## config.mk

```make
export PLATFORM = sky130hd
export DESIGN_NAME = i2c_arbiter
export DESIGN_NICKNAME = d
export VERILOG_FILES = /design/src/rtl/i2c_pkg.sv /design/src/rtl/i2c_arbiter_rr_arbiter.sv /design/src/rtl/i2c_arbiter.sv
export SDC_FILE = /design/constraint.sdc
export NUM_CORES = 1
export LEC_CHECK = 0
export BUFFER_PORTS_ARGS = -buffer_cell sky130_fd_sc_hd__buf_4
export CAP_MARGIN = 20
export CORE_UTILIZATION = 55
export DETAILED_ROUTE_END_ITERATION = 16
export PLACE_DENSITY = 0.86
export SETUP_SLACK_MARGIN = 0.15
export SYNTH_ARGS = -nofsm -noshare
export SYNTH_HDL_FRONTEND = slang
export SYNTH_SLANG_ARGS = --single-unit
```

## constraint.sdc

```tcl
create_clock -name clk -period 8.8 [get_ports clk]
set_input_delay 0.44 -clock clk [delete_from_list [all_inputs] [get_ports clk]]
set_output_delay 0.44 -clock clk [all_outputs]
set_load 0.005 [all_outputs]
```

## src/rtl/i2c_pkg.sv

```systemverilog
// Shared definitions for the I2C requester arbiter.
//   arb_state_t : sequencer states (IDLE, ISSUE, WAIT, DONE)
//   I2C_ADDR_W  : 7-bit I2C target address width
//   I2C_DATA_W  : single data byte width
package i2c_pkg;

    localparam int unsigned I2C_ADDR_W = 7;
    localparam int unsigned I2C_DATA_W = 8;

    typedef enum logic [1:0] {
        IDLE  = 2'd0,
        ISSUE = 2'd1,
        WAIT  = 2'd2,
        DONE  = 2'd3
    } arb_state_t;

endpackage

```

## src/rtl/i2c_arbiter_rr_arbiter.sv

```systemverilog
// Combinational round-robin picker.
//   req     : per-requester request bits
//   ptr     : index of the previous winner; search starts at ptr+1
//   en      : enables the pick; gnt is all-zero when low
//   gnt     : one-hot winner
//   gnt_idx : binary index of the winner
module rr_arbiter #(
    parameter int unsigned N = 4,
    localparam int unsigned IW = (N > 1) ? $clog2(N) : 1
) (
    input  logic [N-1:0]  req,
    input  logic [IW-1:0] ptr,
    input  logic          en,
    output logic [N-1:0]  gnt,
    output logic [IW-1:0] gnt_idx
);

    int unsigned idx;
    logic        found;

    always_comb begin
        gnt     = '0;
        gnt_idx = '0;
        found   = 1'b0;
        idx     = 0;
        if (en) begin
            // Walk ptr+1 .. ptr+N with wrap, first set bit wins.
            for (int unsigned k = 1; k <= N; k++) begin
                idx = 32'(ptr) + k;
                if (idx >= N) idx = idx - N;
                if (!found && req[idx[IW-1:0]]) begin
                    found                = 1'b1;
                    gnt[idx[IW-1:0]]     = 1'b1;
                    gnt_idx              = idx[IW-1:0];
                end
            end
        end
    end

endmodule

```

## src/rtl/i2c_arbiter.sv

```systemverilog
// Shares one i2c_master between N_REQ requesters, one single-byte
// transaction at a time, with round-robin fairness.
//   req/req_addr/req_rw/req_wdata : requester side transaction posts
//   ack                           : one-cycle completion pulse to the winner
//   rdata/err_nack/err_tmo        : result, valid in the ack cycle
//   m_addr/m_rw/m_data_w/m_start  : command to the master
//   m_data_out/m_valid_out/m_busy/m_erro_addr : status from the master
module i2c_arbiter
    import i2c_pkg::*;
#(
    parameter int unsigned N_REQ       = 4,
    parameter int unsigned TIMEOUT_CYC = 4096
) (
    input  logic                                 clk,
    input  logic                                 rst_n,
    input  logic [N_REQ-1:0]                     req,
    input  logic [N_REQ-1:0][I2C_ADDR_W-1:0]     req_addr,
    input  logic [N_REQ-1:0]                     req_rw,
    input  logic [N_REQ-1:0][I2C_DATA_W-1:0]     req_wdata,
    output logic [N_REQ-1:0]                     ack,
    output logic [I2C_DATA_W-1:0]                rdata,
    output logic                                 err_nack,
    output logic                                 err_tmo,
    output logic [I2C_ADDR_W-1:0]                m_addr,
    output logic                                 m_rw,
    output logic [I2C_DATA_W-1:0]                m_data_w,
    output logic                                 m_start,
    input  logic [I2C_DATA_W-1:0]                m_data_out,
    input  logic                                 m_valid_out,
    input  logic                                 m_busy,
    input  logic                                 m_erro_addr
);

    localparam int unsigned IW = $clog2(N_REQ);
    localparam int unsigned CW = $clog2(TIMEOUT_CYC) + 1;
    localparam logic [CW-1:0] TMO_LAST = CW'(TIMEOUT_CYC - 1);

    arb_state_t     state, state_nx;
    logic [IW-1:0]  ptr;
    logic [IW-1:0]  grant;
    logic [N_REQ-1:0] gnt_oh;
    logic [CW-1:0]  tmo_cnt;
    logic           tmo_hit;
    logic           arb_en;
    logic [N_REQ-1:0] arb_gnt;
    logic [IW-1:0]  arb_idx;

    assign arb_en  = (state == IDLE);
    assign tmo_hit = (tmo_cnt == TMO_LAST);

    rr_arbiter #(.N(N_REQ)) u_rr (
        .req     (req),
        .ptr     (ptr),
        .en      (arb_en),
        .gnt     (arb_gnt),
        .gnt_idx (arb_idx)
    );

    always_ff @(posedge clk or negedge rst_n) begin
        if (!rst_n) state <= IDLE;
        else        state <= state_nx;
    end

    always_comb begin
        state_nx = state;
        m_start  = 1'b0;
        ack      = '0;
        unique case (state)
            IDLE:  if (|req) state_nx = ISSUE;
            ISSUE: begin
                m_start = 1'b1;
                if (m_busy)       state_nx = WAIT;
                else if (tmo_hit) state_nx = DONE;
            end
            WAIT: begin
                if (!m_busy)      state_nx = DONE;
                else if (tmo_hit) state_nx = DONE;
            end
            DONE: begin
                ack      = gnt_oh;
                state_nx = IDLE;
            end
            default: state_nx = IDLE;
        endcase
    end

    always_ff @(posedge clk or negedge rst_n) begin
        if (!rst_n) begin
            ptr      <= IW'(N_REQ - 1);
            grant    <= '0;
            gnt_oh   <= '0;
            tmo_cnt  <= '0;
            m_addr   <= '0;
            m_rw     <= 1'b0;
            m_data_w <= '0;
            rdata    <= '0;
            err_nack <= 1'b0;
            err_tmo  <= 1'b0;
        end else begin
            unique case (state)
                IDLE: begin
                    tmo_cnt <= '0;
                    if (|req) begin
                        grant    <= arb_idx;
                        gnt_oh   <= arb_gnt;
                        m_addr   <= req_addr[arb_idx];
                        m_rw     <= req_rw[arb_idx];
                        m_data_w <= req_wdata[arb_idx];
                        rdata    <= '0;
                        err_nack <= 1'b0;
                        err_tmo  <= 1'b0;
                    end
                end
                ISSUE: begin
                    if (m_busy)       tmo_cnt <= '0;
                    else if (tmo_hit) err_tmo <= 1'b1;
                    else              tmo_cnt <= tmo_cnt + CW'(1);
                end
                WAIT: begin
                    // Capture also in the busy-falling cycle; writes keep rdata at 0.
                    if (m_valid_out && m_rw) rdata <= m_data_out;
                    if (m_erro_addr)         err_nack <= 1'b1;
                    if (m_busy) begin
                        if (tmo_hit) err_tmo <= 1'b1;
                        else         tmo_cnt <= tmo_cnt + CW'(1);
                    end
                end
                DONE: ptr <= grant;
                default: ;
            endcase
        end
    end

endmodule

```

==> results of run 1 <==
-- metal layers --
layer,share of wire,vias up,GRT usage
met5,0,-,0
met4,0.011,0,0.0636
met3,0.059,9,0.0759
met2,0.53,91,0.483
met1,0.40,1387,0.309
li1,-,1371,-
-- state kept, by name, indices dropped and copies added (netlist names), 2 cells and up --
register / flops
tmo_cnt: 13
m_data_w: 8
rdata: 8
m_addr: 7
gnt_oh: 4
grant: 2
ptr: 2
state: 2
-- layout make-up --
| cell class | instances | area [um^2] |
|---|---|---|
| multi-input combinational | 240 | 1890 |
| timing repair buffer | 112 | 841 |
| fill | 396 | 1470 |
| sequential | 49 | 1230 |
| inverter | 9 | 33.8 |
| tap | 72 | 90.1 |
| clock buffer | 6 | 72.6 |
| clock inverter | 2 | 13.8 |
-- synth_stat cells, types with 6 or more instances --
library cell / count
dfrtp_1: 47
nor2_1: 38
mux2i_1: 19
nand2_1: 17
a221o_1: 16
ha_1: 15
a22o_1: 13
mux2_4: 10
inv_1: 9
nand3_1: 9
a21oi_1: 8
o21ai_0: 8
and2_1: 7
buf_6: 7
xor2_1: 7
clkbuf_1: 6
-- cells by family after synthesis --
kind of cell / count (synthesis)
xor gates and xnor gates: 9
DFF: 49
muxes: 38
and+or+nand+nor: 104
AOI/OAI and AO/OA: 74
adders and majority gates: 15
buffers and inverters: 28
-- final timing paths --
path,cells after the start,slack [ns],endpoint,startpoint
max in group asynchronous,1,8.24,m_addr[2]$_DFFE_PN0P_,rst_n
max reg2reg,8,5.53,m_addr[5]$_DFFE_PN0P_,ptr[0]$_DFFE_PN1N_
min in group clk,2,0.35,rdata[1]$_DFFE_PN0P_,m_data_out[1]
min,1,0.14,tmo_cnt[7]$_DFFE_PN0P_,rst_n
min reg2reg,2,0.48,gnt_oh[1]$_DFFE_PN0P_,gnt_oh[1]$_DFFE_PN0P_
max,8,5.53,m_addr[5]$_DFFE_PN0P_,ptr[0]$_DFFE_PN1N_
-- power by group through the flow --
| stage | registers (W) | clock network, W | logic, W |
|---|---|---|---|
| floorplan | 0.000340 | 0 | 0.000543 |
| CTS | 0.000354 | 0.000136 | 0.000694 |
| finish | 0.000355 | 0.000134 | 0.000691 |
| global route | 0.000364 | 0.000148 | 0.000758 |
| global placement | 0.000354 | 0 | 0.000664 |
| detailed placement | 0.000355 | 0 | 0.000693 |
-- metrics by stage --
| step | setup WS [ns] | cells | util | total power [W] | hold slack, ns |
|---|---|---|---|---|---|
| 2_1_floorplan | 5.84 | 317 | - | 0.000882 | 0.144 |
| 3_3_place_gp | 5.64 | 482 | 0.725 | 0.00102 | 0.456 |
| 3_5_place_dp | 5.54 | 482 | 0.725 | 0.00105 | 0.465 |
| 4_1_cts | 5.52 | 490 | 0.740 | 0.00118 | 0.166 |
| 5_1_grt | 5.31 | 490 | 0.740 | 0.00127 | 0.180 |
| 6_report | 5.53 | 490 | 0.740 | 0.00118 | 0.144 |
==> results.py, run 1 <==
metrics = {
    "outcome": {
        "status": "finished clean",
    },
    "floorplan": {
        "die_width_um": 79.4,
        "die_area_um2": 6300,
        "coreArea_um2": 5640,
        "start_util": 0.583,
        "die_y_um": 79.4,
        "num_rows": 27,
        "ios": 112,
    },
    "logic_synthesis": {
        "ys.warnings.count": 0,
        "synth_cells": 317,
        "synth_fa_ha_area_frac": 0.0570,
        "synth-simple-area-share": 0.158,
        "yosys.area.top_type": "dfrtp_1",
        "ys_ff_latch": 49,
        "synth_cell_types": 57,
        "synthTopCellsByArea": "dfrtp_1 (36%), mux2i_1 (5.8%), ha_1 (5.7%)",
        "post_synth_instance_area_um2": 3290,
        "synthArstFlopShare": 1.00,
        "synthXorXnorAreaFrac": 0.0240,
        "synthFlopType": "dfrtp_1",
        "synth_nets": 413,
        "syn_avg_cell_area_um2": 10.4,
        "synth-edff-count": 0,
        "netlist.area_leader.share": 0.357,
        "synth_top_family_by_area": "compound AO/OA/AOI/OAI gates",
        "synth-compound-area-share": 0.199,
        "synthMuxAreaShare": 0.138,
        "ys_seq_area_frac": 0.373,
    },
    "routing": {
        "vias_per_cell": 5.83,
        "drc": 0,
        "wire_per_inst_um": 16.4,
        "antenna_left": 0,
        "drtIter0Drc": 263,
        "wirelength_mm": 8.06,
        "dr.pass1.iters": 4,
        "vias": 2858,
    },
    "power": {
        "power_density_nw_per_um2": 283,
        "comb_power_share": 0.586,
        "p_switching_w": 0.000480,
        "switching_share": 0.407,
        "power_frac_seq": 0.301,
        "power.internal_w": 0.000700,
        "irDropWorstVdd_mv": 0.173,
        "clockPowerShare": 0.114,
        "cellLeakagePower_nw": 2.07,
    },
    "placement": {
        "gp_congestion": 0.932,
        "portBuffers": 111,
        "dpl-instance-area_um2": 4090,
        "place_hpwl_mm": 6.00,
    },
    "cts": {
        "cts_resized": 0,
        "clk_pin_slew_worst_paths_ns": 0.10,
        "htree_levels": 2,
        "post-cts-setup-buffers": 0,
        "insertion_delay_ns": 0.31,
        "clkSinkCount": 49,
        "cts_buffers": 5,
        "cts_hold_buf": 0,
        "cts.path.max_buffers": 2,
        "cts_tree": "built",
        "clockRootBuffer": "clkbuf_8",
    },
    "worst_hold_path": {
        "hp-class": "in2async",
    },
    "layout": {
        "layout_commonest_cell": "buf_4",
        "drive_gt1_frac": 0.354,
        "final_nets": 513,
        "layout_common_cells": "buf_4 (112), dfrtp_1 (47), nor2_1 (38)",
        "final_area_um2": 4170,
        "antenna_cells": 0,
        "layout-area-overhead-vs-synth_pct": 26.8,
    },
    "timing": {
        "timing.final.crit_period_ns": 3.27,
        "maxSlewViolCount": 0,
        "final.setup_skew_ns": 0.00974,
        "setup_viol": 0,
        "rsz0062_at_grt": "no",
        "hold_viol_final": 0,
        "fmax_mhz": 306,
        "tns_ns": 0,
        "max_slew_margin": 0.331,
        "tightest_slew_ns": 1.00,
        "final.period_utilization": 0.372,
    },
    "setup_path": {
        "cp.required_ns": 9.04,
        "end_kind": "register",
        "crit_slowest_cell": "dfstp_2",
        "max_stage_delay_ns": 0.72,
        "path_class": "reg2reg",
        "critPathLaunchType": "register",
        "cp_max_fo": 17,
        "path_cells": "inv_1 -> ha_1 -> nor2b_1 -> a311o_1 -> a221o_2 -> nor2_1 -> o21ba_1 -> a221o_1",
        "crit_arrival_ns": 3.51,
        "path_buf_inv": 1,
        "cp_top_family": "compound AO/OA/AOI/OAI gates",
    },
    "run": {
        "drv_cap": 0,
    },
    "grt": {
        "grt_usage": 0.267,
        "grt_pass1_wl_mm": 13.1,
        "grt_overflow": 0,
        "antenna_found_initial": 0,
        "grt_pass1_vias": 2772,
        "grt_max_degree": 50,
    },
}
Power figures use the tool's default switching activity.
==> inputs of run 2 (changes only) <==
- CORE_UTILIZATION: 55 -> 51
- PLACE_DENSITY: 0.86 -> 0.81
- clock period: 8.8 -> 3.4 ns (I/O delays scaled with it)
==> results.py, run 2 (same netlist as run 1, synthesis figures left out) <==
metrics = {
    "outcome": {
        "status": "finished clean",
    },
    "grt": {
        "grt_pass1_vias": 2753,
        "grt_pass1_wl_mm": 12.3,
        "antenna_found_initial": 0,
        "grt_usage": 0.241,
        "grt_max_degree": 50,
        "grt_overflow": 0,
    },
    "worst_hold_path": {
        "hp-class": "in2reg",
    },
    "routing": {
        "drc": 0,
        "drtIter0Drc": 151,
        "vias": 2873,
        "wirelength_mm": 7.91,
        "vias_per_cell": 5.77,
        "wire_per_inst_um": 15.9,
        "antenna_left": 0,
        "dr.pass1.iters": 5,
    },
    "floorplan": {
        "die_area_um2": 6780,
        "die_width_um": 82.3,
        "coreArea_um2": 6060,
        "ios": 112,
        "num_rows": 28,
        "die_y_um": 82.3,
        "start_util": 0.543,
    },
    "timing": {
        "fmax_mhz": 322,
        "setup_viol": 0,
        "max_slew_margin": 0.491,
        "tns_ns": 0,
        "final.setup_skew_ns": 0.00952,
        "timing.final.crit_period_ns": 3.10,
        "hold_viol_final": 0,
        "maxSlewViolCount": 0,
        "tightest_slew_ns": 0.757,
        "rsz0062_at_grt": "no",
        "final.period_utilization": 0.912,
    },
    "setup_path": {
        "crit_start": "ptr[0]$_DFFE_PN1N_",
        "crit_arrival_ns": 3.29,
        "r2r-start": "ptr[0]$_DFFE_PN1N_",
        "r2r_cells": 9,
        "cp_max_fo": 17,
        "critPathCapture": "m_rw$_DFFE_PN0P_",
        "end_kind": "register",
        "critPathLaunchType": "register",
        "path_class": "reg2reg",
        "worst-r2r-setup-slack_ns": 0.30,
        "cp.required_ns": 3.59,
        "r2r_end": "m_rw$_DFFE_PN0P_",
    },
    "layout": {
        "antenna_cells": 0,
        "layout_commonest_cell": "buf_4",
        "largest_reg_flops": 13,
        "layout-area-overhead-vs-synth_pct": 29.8,
        "drive_gt1_frac": 0.362,
        "final_area_um2": 4270,
        "final_nets": 518,
        "top_register": "tmo_cnt",
        "reg_top3": "tmo_cnt (13), m_data_w (8), rdata (8)",
        "layout_common_cells": "buf_4 (114), dfrtp_1 (47), nor2_1 (38)",
    },
    "cts": {
        "clkSinkCount": 49,
        "cts_buffers": 5,
        "clockRootBuffer": "clkbuf_8",
        "clk_pin_slew_worst_paths_ns": 0.10,
        "cts.path.max_buffers": 2,
        "insertion_delay_ns": 0.31,
        "cts_tree": "built",
        "htree_levels": 2,
    },
    "placement": {
        "place_hpwl_mm": 5.89,
        "portBuffers": 111,
        "dpl-instance-area_um2": 4120,
        "gp_congestion": 0.859,
    },
    "run": {
        "drv_cap": 0,
    },
    "power": {
        "power_density_nw_per_um2": 758,
        "irDropWorstVdd_mv": 0.464,
        "cellLeakagePower_nw": 2.12,
    },
}
[run 2: changes by cell type in the layout (fill, tap and decap cells not counted), sizes merged]
cell         delta
buf             +4
bufinv          +1
clkbuf          -1
dlygate4sd3     +1
[run 2: worst min-delay path by stage]
stage | end | cells past startpoint | startpoint | slack, ns
after CTS | rdata[1]$_DFFE_PN0P_ | 2 | m_data_out[1] | 0.06
after detailed placement | gnt_oh[0]$_DFFE_PN0P_ | 1 | rst_n | 0.23
after global routing | rdata[1]$_DFFE_PN0P_ | 2 | m_data_out[1] | 0.05
final | rdata[1]$_DFFE_PN0P_ | 2 | m_data_out[1] | 0.07
after floorplan | err_nack$_DFFE_PN0P_ | 0 | rst_n | -0.13
after global placement | gnt_oh[0]$_DFFE_PN0P_ | 1 | rst_n | 0.22
[run 2: layer usage]
metal / global-route usage / vias up / wire, um
met1: 0.279 / 1380 / 3180
met2: 0.434 / 108 / 4110
met5: 0 / - / 0
met4: 0.0526 / 0 / 68
li1: - / 1378 / -
met3: 0.0758 / 7 / 552
[run 2: layout make-up]
type	instances	area (um^2)
multi-input combinational	240	1890
fill	465	1790
sequential	49	1230
timing repair buffer	117	906
tap	75	93.8
clock buffer	5	68.8
clock inverter	3	43.8
inverter	9	33.8
[run 2: power breakdown]
group	internal (W)	switching, W	leakage, nW	total (W)
sequential	0.000769	0.000155	0.639	0.000924
clock	0.000221	0.000209	0.0585	0.000430
combinational	0.000984	0.000902	1.43	0.00189
total	0.00197	0.00127	2.12	0.00324
[run 2: per-stage QoR]
step / utilization / hold WS, ns / worst slack, ns / total power [W] / std cells
6_report: 0.705 / 0.0702 / 0.298 / 0.00324 / 498
5_1_grt: 0.705 / 0.0527 / 0.180 / 0.00345 / 498
4_1_cts: 0.704 / 0.0645 / 0.269 / 0.00325 / 498
2_1_floorplan: - / -0.126 / 0.444 / 0.00228 / 317
3_3_place_gp: 0.680 / 0.225 / 0.282 / 0.00269 / 487
3_5_place_dp: 0.680 / 0.232 / 0.174 / 0.00276 / 487
[run 2: repair_timing]
action / CTS / global route
setup buffers: 2 / 0
pin swaps: 1 / 0
hold buffers: 1 / 0
hold endpoints to repair: 47 / 0
resized for setup: 0 / 1
endpoints found under the setup margin: 1 / 6
[run 2: worst max-delay path: stages (launching register included)]
cell and delay, ns:
dfstp_4 0.73, inv_1 0.15, ha_1 0.45, nor2b_1 0.22
a311o_1 0.33, a221o_2 0.43, o21ai_4 0.20, buf_12 0.16
nor2_1 0.05, a221o_1 0.26
==> inputs of run 3 (changes only) <==
- CELL_PAD_IN_SITES_DETAIL_PLACEMENT: unset -> 1
- CELL_PAD_IN_SITES_GLOBAL_PLACEMENT: unset -> 1
- CORE_UTILIZATION: 51 -> 38
- PLACE_DENSITY: 0.81 -> 0.8
==> results.py, run 3 (same netlist as run 1, synthesis figures left out) <==
metrics = {
    "layout": {
        "layout_common_cells": "buf_4 (116), dfrtp_1 (47), nor2_1 (38)",
        "finalNonFillerCells": 529,
        "reg_top3": "tmo_cnt (13), m_data_w (8), rdata (8)",
        "top_register": "tmo_cnt",
        "largest_reg_flops": 13,
        "drive_gt1_frac": 0.363,
        "layout_commonest_cell": "buf_4",
        "layout-area-overhead-vs-synth_pct": 30.8,
        "antenna_cells": 0,
        "final_nets": 519,
    },
    "power": {
        "power_density_nw_per_um2": 753,
        "cellLeakagePower_nw": 2.12,
        "irDropWorstVdd_mv": 0.363,
    },
    "placement": {
        "place_inst": 520,
        "gp_congestion": 0.776,
        "portBuffers": 111,
        "place_hpwl_mm": 6.76,
    },
    "run": {
        "drv_cap": 0,
    },
    "timing": {
        "timing.final.crit_period_ns": 3.12,
        "tightest_slew_ns": 0.623,
        "final.setup_skew_ns": 0.00824,
        "hold_viol_final": 0,
        "fmax_mhz": 320,
        "max_slew_margin": 0.583,
        "tns_ns": 0,
        "rsz0062_at_grt": "no",
        "maxSlewViolCount": 0,
        "setup_viol": 0,
        "final.period_utilization": 0.918,
    },
    "setup_path": {
        "end_kind": "register",
        "cp_max_fo": 17,
        "worst-r2r-setup-slack_ns": 0.28,
        "cp.required_ns": 3.59,
        "critPathCapture": "m_addr[3]$_DFFE_PN0P_",
        "r2r-start": "ptr[1]$_DFFE_PN1N_",
        "r2r_end": "m_addr[3]$_DFFE_PN0P_",
        "critPathLaunchType": "register",
        "crit_arrival_ns": 3.31,
        "r2r_cells": 9,
        "path_class": "reg2reg",
        "crit_start": "ptr[1]$_DFFE_PN1N_",
    },
    "floorplan": {
        "num_rows": 33,
        "start_util": 0.397,
        "die_y_um": 95.1,
        "ios": 112,
        "die_width_um": 95.1,
        "coreArea_um2": 8300,
        "die_area_um2": 9040,
    },
    "grt": {
        "grt_max_degree": 50,
        "antenna_found_initial": 0,
        "grt_use_met2": 0.362,
        "grt_use_met1": 0.254,
        "grt_overflow": 0,
        "top_usage_layer": "met2",
        "grt_pass1_wl_mm": 14.6,
        "grt_usage": 0.208,
        "grt_pass1_vias": 3039,
        "met3_usage": 0.0582,
    },
    "routing": {
        "antenna_left": 0,
        "wirelength_mm": 9.03,
        "vias": 2885,
        "vias_per_cell": 5.45,
        "dr.pass1.iters": 6,
        "wire_per_inst_um": 17.1,
        "drtIter0Drc": 103,
        "drc": 0,
    },
    "cts": {
        "cts_tree": "built",
        "clk_pin_slew_worst_paths_ns": 0.09,
        "clkSinkCount": 49,
        "htree_levels": 2,
        "insertion_delay_ns": 0.31,
        "clockRootBuffer": "clkbuf_8",
        "cts.path.max_buffers": 2,
        "post-cts-setup-buffers": 0,
        "cts_buffers": 5,
    },
    "outcome": {
        "status": "finished clean",
    },
    "worst_hold_path": {
        "hp-class": "in2reg",
    },
}
==> run 3: changes by cell type in the layout (fill, tap and decap cells not counted), sizes merged <==
cell,before,now
buf,116,117
==> run 3: layer usage <==
layer | vias to the layer above | wire (um)
met4 | 0 | 102
met3 | 11 | 565
met1 | 1409 | 3890
li1 | 1380 | -
met5 | - | 0
met2 | 85 | 4480
==> run 3: report_power, final <==
group / internal, W / leakage [nW] / switching, W / total [W]
Sequential: 0.000768 / 0.639 / 0.000135 / 0.000903
Combinational: 0.000957 / 1.43 / 0.000952 / 0.00191
Clock: 0.000221 / 0.0585 / 0.000211 / 0.000432
Total: 0.00195 / 2.12 / 0.00130 / 0.00324
==> run 3: layout make-up <==
cell class | count | area (um^2)
inverter | 9 | 33.8
timing repair buffer | 118 | 901
multi-input combinational | 240 | 1890
fill | 917 | 3990
clock inverter | 3 | 43.8
sequential | 49 | 1230
tap | 105 | 131
clock buffer | 5 | 68.8
==> run 3: timing repair <==
action                                 CTS  global route
gates resized for setup                  0             1
endpoints found under the hold margin   47             0
hold buffers                             1             0
setup endpoints to repair                0            16
==> run 3: worst max-delay path, cell delays in order (launching register included) <==
cell and delay (ns):
dfstp_4 0.73, inv_1 0.14, ha_1 0.45, nor2b_1 0.22, a311o_1 0.33, a221o_2 0.43, o21ai_4 0.12, buf_4 0.23
nor2_1 0.08, a221o_1 0.27
==> run 3: how the worst min path moves through the flow <==
stage | start | end | slack, ns | cells after the start
finish | m_data_out[5] | rdata[5]$_DFFE_PN0P_ | 0.08 | 2
global route | m_data_out[4] | rdata[4]$_DFFE_PN0P_ | 0.06 | 2
CTS | m_data_out[4] | rdata[4]$_DFFE_PN0P_ | 0.07 | 2
detailed placement | rst_n | tmo_cnt[5]$_DFFE_PN0P_ | 0.23 | 1
global placement | rst_n | tmo_cnt[6]$_DFFE_PN0P_ | 0.23 | 1
floorplan | rst_n | err_nack$_DFFE_PN0P_ | -0.13 | 0
==> run 3: stage by stage <==
| step | total power, W | setup WS, ns | area (um^2) | utilization | hold slack, ns |
|---|---|---|---|---|---|
| 4_1_cts | 0.00328 | 0.253 | 4300 | 0.518 | 0.0691 |
| 5_1_grt | 0.00348 | 0.175 | 4310 | 0.519 | 0.0624 |
| 2_1_floorplan | 0.00228 | 0.444 | 3290 | - | -0.126 |
| 3_3_place_gp | 0.00274 | 0.409 | 4180 | 0.504 | 0.227 |
| 3_5_place_dp | 0.00282 | 0.313 | 4180 | 0.504 | 0.231 |
| 6_report | 0.00324 | 0.279 | 4310 | 0.519 | 0.0763 |
